File: src/rtl/pwm_capture.sv
// pwm_capture: recovers a PWM DAC code by counting high cycles per window.
// Ports: clk, rst_n (async low), pwm_in (async) -> code, code_valid, locked, realign.
module pwm_capture #(
   parameter int CYCLES_PER_WINDOW = 1024,
   parameter int CODE_WIDTH        = $clog2(CYCLES_PER_WINDOW),
   parameter int SYNC_STAGES       = 2
) (
   input  logic                  clk,
   input  logic                  rst_n,
   input  logic                  pwm_in,
   output logic [CODE_WIDTH-1:0] code,
   output logic                  code_valid,
   output logic                  locked,
   output logic                  realign
);

   localparam int CW = CODE_WIDTH;
   localparam logic [CW-1:0] LAST    = CW'(CYCLES_PER_WINDOW - 1);
   localparam logic [CW-1:0] CNT_ONE = CW'(1);
   localparam logic [CW:0]   H_ONE   = (CW+1)'(1);

   typedef enum logic {
      HUNT,
      MEASURE
   } state_t;

   state_t               state, state_nx;
   logic [SYNC_STAGES-1:0] sync;
   logic                 pwm_s, pwm_s_d, rise;
   logic [CW-1:0]        cnt, cnt_nx;
   logic [CW:0]          h, h_nx, h_sum, h_m1;
   logic [CW-1:0]        code_nx;
   logic                 valid_nx, locked_nx, realign_nx;

   assign pwm_s = sync[SYNC_STAGES-1];
   assign rise  = pwm_s & ~pwm_s_d;

   // h holds the high count of indices 0..cnt-1; h_sum adds this cycle
   assign h_sum = h + {{CW{1'b0}}, pwm_s};
   assign h_m1  = h_sum - H_ONE;

   always_ff @(posedge clk or negedge rst_n) begin
      if (!rst_n) begin
         sync    <= '0;
         pwm_s_d <= 1'b0;
      end else begin
         sync    <= {sync[SYNC_STAGES-2:0], pwm_in};
         pwm_s_d <= pwm_s;
      end
   end

   always_ff @(posedge clk or negedge rst_n) begin
      if (!rst_n) begin
         state      <= HUNT;
         cnt        <= '0;
         h          <= '0;
         code       <= '0;
         code_valid <= 1'b0;
         locked     <= 1'b0;
         realign    <= 1'b0;
      end else begin
         state      <= state_nx;
         cnt        <= cnt_nx;
         h          <= h_nx;
         code       <= code_nx;
         code_valid <= valid_nx;
         locked     <= locked_nx;
         realign    <= realign_nx;
      end
   end

   // cnt is the HUNT timeout t or the MEASURE window index i
   always_comb begin
      state_nx   = state;
      cnt_nx     = cnt + CNT_ONE;
      h_nx       = h;
      code_nx    = code;
      valid_nx   = 1'b0;
      locked_nx  = locked;
      realign_nx = 1'b0;
      unique case (state)
         HUNT: begin
            if (rise) begin
               // this cycle is index 0, so the next one is index 1
               state_nx  = MEASURE;
               cnt_nx    = CNT_ONE;
               h_nx      = H_ONE;
               locked_nx = 1'b1;
            end else if (cnt == LAST) begin
               cnt_nx   = '0;
               code_nx  = pwm_s ? LAST : '0;
               valid_nx = 1'b1;
            end
         end
         MEASURE: begin
            if (rise && cnt != '0) begin
               // off-phase edge: drop the window, edge cycle is new index 0
               cnt_nx     = CNT_ONE;
               h_nx       = H_ONE;
               realign_nx = 1'b1;
            end else if (cnt == LAST) begin
               cnt_nx   = '0;
               h_nx     = '0;
               code_nx  = (h_sum == '0) ? '0 : h_m1[CW-1:0];
               valid_nx = 1'b1;
            end else begin
               h_nx = h_sum;
            end
         end
         default: begin
            state_nx = HUNT;
            cnt_nx   = '0;
         end
      endcase
   end

endmodule

File: config.mk
export PLATFORM = sky130hd
export DESIGN_NAME = pwm_capture
export DESIGN_NICKNAME = d
export VERILOG_FILES = /design/src/rtl/pwm_capture.sv
export SDC_FILE = /design/constraint.sdc
export NUM_CORES = 1
export LEC_CHECK = 0
export BUFFER_PORTS_ARGS = -buffer_cell sky130_fd_sc_hd__buf_2
export CORE_UTILIZATION = 64
export DETAILED_ROUTE_END_ITERATION = 6
export PLACE_DENSITY = 0.88
export SYNTH_ARGS = -nofsm -noshare
export SYNTH_HDL_FRONTEND = slang
export SYNTH_SLANG_ARGS = --single-unit
File: constraint.sdc
create_clock -name clk -period 5.18 [get_ports clk]
set_input_delay 1.036 -clock clk [delete_from_list [all_inputs] [get_ports clk]]
set_output_delay 1.036 -clock clk [all_outputs]
set_load 0.01 [all_outputs]
---- Word level (Yosys, flattened, before mapping) ----
Index checks and enable logic that the tools add are counted.
cells by class
  $add $sub $neg .......................... 3
  $mul .................................... 0
  divide/modulo/power cells ............... 0
  order comparisons ....................... 0
  equality and inequality tests ........... 6
  shifts and indexed selects .............. 0
  muxes and demuxes ....................... 23
  bitwise logic cells ..................... 3
  reductions and logical operators ........ 5
operators by type and width
  kind                                                                   count
  10-bit two-way mux                                                     9
  10-bit case mux with 2 select lines                                    2
  11-bit two-way mux                                                     3
  11-bit case mux with 2 select lines                                    1
  11-bit by 1-bit adder with 11-bit output                               1
  11-bit logical NOT                                                     1
  10-bit by 1-bit adder with 10-bit output (second input constant)       1
  10-bit == test (second input constant)                                 1
  10-bit nonzero test                                                    1
  10-bit by 1-bit subtractor with 10-bit output (second input constant)  1
  2-bit != test (second input constant)                                  4
  1-bit two-way mux                                                      7
  4-bit AND reduction                                                    1
  2-bit by 1-bit != test with 1-bit output (second input constant)       1
  1-bit NOT                                                              2
  1-bit case mux with 2 select lines                                     1
  2-bit AND reduction                                                    1
  1-bit bitwise AND                                                      1
  1-bit logical AND                                                      1
word-level totals
  bits in registers ....................... 38
  bits in latches ......................... 0
  memory bits (writable) .................. 0
  ROM bits ................................ 0
  input bits .............................. 3
  word-level logic and storage cells ...... 49
  memories kept ........................... 0

---- Logic depth before layout (Yosys ltp) ----
  word-level depth ........................ 6
  depth in mapped cells ................... 10

---- Worst setup path after synthesis ----
Ideal clock, no wire load.
  path type ............................... register to register
  start ................................... reg sync[1]
  end ..................................... reg code[2]
  arrival time ............................ 2156 ps
  data required time ...................... 5061 ps
  path slack .............................. 2905 ps
  stages on the path, launching flop included .. 11
  path through ............................ dfrtp_1 -> ha_1 -> ha_1 -> buf_4 -> nand2b_1 -> o32ai_2 -> mux2_1 -> nand3_2 -> o31ai_4 -> o21ai_1 -> o21a_1
on the way
  cells in the longest elaborated chain, start to end .. 6
  elaborated cells on any way between the ends .. 15
  classes of those cells .................. 2 x add/sub; 2 x eq/ne; 7 x mux; 1 x bitwise; 3 x reduce/logical
ends and longest elaborated chain
  what                                                                                        line     RTL
  from (decl)                                                                                 28       logic [SYNC_STAGES-1:0] sync;
  from (signal assigned)                                                                      47       sync <= {sync[SYNC_STAGES-2:0], pwm_in};
  11-bit by 1-bit adder with 11-bit output                                                    39       assign h_sum = h + {{CW{1'b0}}, pwm_s};
  10-bit by 1-bit subtractor with 10-bit output / 11-bit logical NOT (equally long branches)  40, 104
  10-bit two-way mux                                                                          104      code_nx = (h_sum == '0) ? '0 : h_m1[CW-1:0];
  10-bit two-way mux                                                                          101      end else if (cnt == LAST) begin
  10-bit two-way mux                                                                          96       if (rise && cnt != '0) begin
  10-bit case mux with 2 select lines                                                         81       unique case (state)
  to (signal assigned)                                                                        65       code <= code_nx;
  to (decl)                                                                                   11       output logic [CODE_WIDTH-1:0] code,
Several ways; a longest one is shown, not always the timed one. The select of a mux whose other input is x is not followed.
A chain may end at the register's enable or synchronous reset.

---- Worst setup path in the final report ----
Same ends and word-level chain as after synthesis.

==> flow_summary_export.csv <==
group,metric,value,unit
status,status,"complete, no violations",
sta,setup_viol,0,
power,total_power,0.8532,mW
yosys,ys_seq_elements,38,
power,peakVddDrop,0.0002332,V
yosys,synth.top_cell.area_share,44.03,%
placed_design,dp.cells,268,
yosys,synth.distinct_cells,48,
floorplan,rows,20,
critical_path,cp.arrival,2820,ps
worst_hold_path,min_to,"sync[1]",
cts,hold_buffers,0,
sta,max_slew_margin,45.49,%
critical_path,critPathMaxFanout,9,
placed_design,io_buffer_count,15,
detailed_routing,vias_per_cell,5.785,
yosys,synthArstFlopShare,100.0,%
sta,hold_viol_final,0,
placed_design,routabilityCongestion,0.8942,
layout,design_area,2290,µm²
floorplan,start_util,69.04,%
cts,path_clk_slew,100,ps
floorplan,io_pins,16,
floorplan,core_area,3128,µm²
layout,drive_above_1_share,16.09,%
global_route,grt_pass1_wl,6.417,mm
cts,clock_latency,330,ps
layout,diodes,0,
critical_path,critPathRequiredTime,5400,ps
sta,rsz0062_at_grt,"no",
critical_path,worst_r2r_path_depth,9,
detailed_routing,ant_nets,0,
critical_path,cpMaxStageDelayCell,"o31ai_4",
floorplan,die_w,60.09,µm
placed_design,dpl.hpwl,2.893,mm
sta,min_period,2598,ps
critical_path,ff2ff_setup_slack,2580,ps
yosys,synth_nets,227,
floorplan,die_h,60.09,µm
critical_path,reg2reg_from,"sync[1]",
cts,numCtsBuffers,5,
critical_path,path_class,"flip-flop to flip-flop",
sta,clock_skew,7.762,ps
yosys,synth_top_cell_by_area,"dfrtp_1",
global_route,grt_max_degree,39,
cts,post_cts_buffers,0,
placed_design,dpl_worst_slack,2599,ps
detailed_routing,drt_iter0_markers,81,
cts,cts_htree_levels,2,
run,drv_cap,0,
layout,fin_nets,240,
critical_path,critPathMaxStageDelay,420,ps
critical_path,end_kind,"flip-flop",
layout,area_delta_synth_final,6.026,%
yosys,yosysSeqAreaShare,44.03,%
detailed_routing,first_pass_iters,4,
yosys,ys.flop_type,"dfrtp_1",
detailed_routing,dr_total_vias,1585,
layout,fin_cells,274,
yosys,synth_edf_count,0,
critical_path,r2r-end,"code[2]",
sta,timing.final.ws_setup,2582,ps
yosys,synth_area,2160,µm²
global_route,grt-ovfl-total,0,
yosys,synth.cells.most_frequent,"dfrtp_1, nor2_1, o21ai_1, xnor2_1, o21ai_0",
sta,drv_slew,0,
yosys,yosysMostFrequentCell,"dfrtp_1",
sta,worstMarginPinSlew,815.9,ps
yosys,avgSynthCellArea,9.906,µm²
floorplan,dieArea,3611,µm²
power,p_leak,1.012,nW
critical_path,crit_top_cell,"ha_1",
cts,clock-root-buffer,"clkbuf_4",
sta,setup_tns,0,ps
yosys,yosys_warnings,0,
yosys,syn_inst,218,
sta,period_share,50.15,%
sta,max_freq,0.3850,GHz
detailed_routing,wl_per_cell,13.80,µm
placed_design,place_area,2238,µm²
detailed_routing,drc,0,
global_route,grt_use_total,24.46,%
global_route,antenna_found_initial,0,
cts,cts_tree,"built",
worst_hold_path,min_from,"sync[0]",
cts,cts_repair_resize_count,0,
power,cellPowerDensity,372.6,nW/µm²
cts,cts_buffer_depth,2,
yosys,ys_top_cells_by_area,"dfrtp_1, xnor2_1, nor2_1",
critical_path,start_kind,"flip-flop",
worst_hold_path,holdCritPathClass,"flip-flop to flip-flop",
critical_path,cp_cell_sequence,"ha_1 -> ha_1 -> nand4_4 -> nor2_1 -> xnor2_1 -> nand3_2 -> o31ai_4 -> o21ai_1 -> o21a_1",
cts,cts.sinks,38,
detailed_routing,wirelength,3.782,mm
global_route,grt_pass1_vias,1399,
worst_hold_path,min_path_cells,0,
==> how the worst max path moves through the flow <==
stage,from,end,slack (ps)
after floorplan,sync[1],code[2],2910
after global placement,sync[1],code[2],2720
after detailed placement,sync[1],code[2],2600
after CTS,sync[1],code[2],2580
after global routing,sync[1],code[2],2370
final,sync[1],code[2],2580
==> power by group <==
part	internal (mW)	switching, mW
logic	0.140	0.191
registers	0.329	0.0478
clock network	0.0612	0.0839
total	0.530	0.323
==> cell families (layout without fill, tap and decap cells) <==
kind of cell	after synthesis	in the layout	share of synthesized area (%)
flip-flops	38	38	44.03
adder cells (fa/ha/maj)	6	6	3.476
XOR/XNOR	20	20	8.980
multiplexers	5	5	2.375
AND/OR/NAND/NOR	75	75	19.99
buffers and inverters	18	30	3.939
AO/OA/AOI/OAI	56	56	17.21
==> routing by layer <==
layer	share of wire [%]	GRT usage (%)
met1	47	34.16
met2	46	36.83
met3	5.2	6.061
met4	1.8	8.638
met5	0	0
==> cell usage in the layout, fill, tap and decap left out, drive strengths merged, types with 6 or more instances in the layout <==
cell type	synthesis	routed
o21a	9	9
nand3	11	11
a21oi	7	7
xnor2	13	13
nor3	6	6
o21ai	25	25
xor2	7	7
dfrtp	38	38
nor2	25	25
clkbuf	1	6
buf	8	15
nand2	12	12
ha	6	6
inv	9	9
==> per-stage QoR <==
| step | hold slack [ps] | util [%] |
|---|---|---|
| after floorplan | 331.2 | - |
| after global placement | 345.8 | 71.56 |
| after detailed placement | 335.6 | 71.56 |
| after CTS | 359.1 | 73.20 |
| after global routing | 371.3 | 73.20 |
| final | 356.3 | 73.20 |
==> cell type report <==
type | instances | area (µm²)
multi-input combinational | 162 | 1124
sequential | 38 | 950.9
fill | 216 | 838.3
timing repair buffer | 15 | 75.07
tap | 44 | 55.05
clock buffer | 6 | 51.30
inverter | 9 | 33.78
==> state kept, by name (all words and copies together) (netlist names) <==
signal	flops
code	10
state	1
pwm_s_d	1
code_valid	1
sync	2
cnt	10
realign	1
locked	1
h	11
==> critical path, delay by kind of cell (launching register included) <==
kind,cells,cell delay [ps]
adder cells (fa/ha/maj),2,620
XOR/XNOR,1,210
AND/OR/NAND/NOR,3,560
AO/OA/AOI/OAI,3,700
flip-flops,1,390
Power figures use the tool's default switching activity.
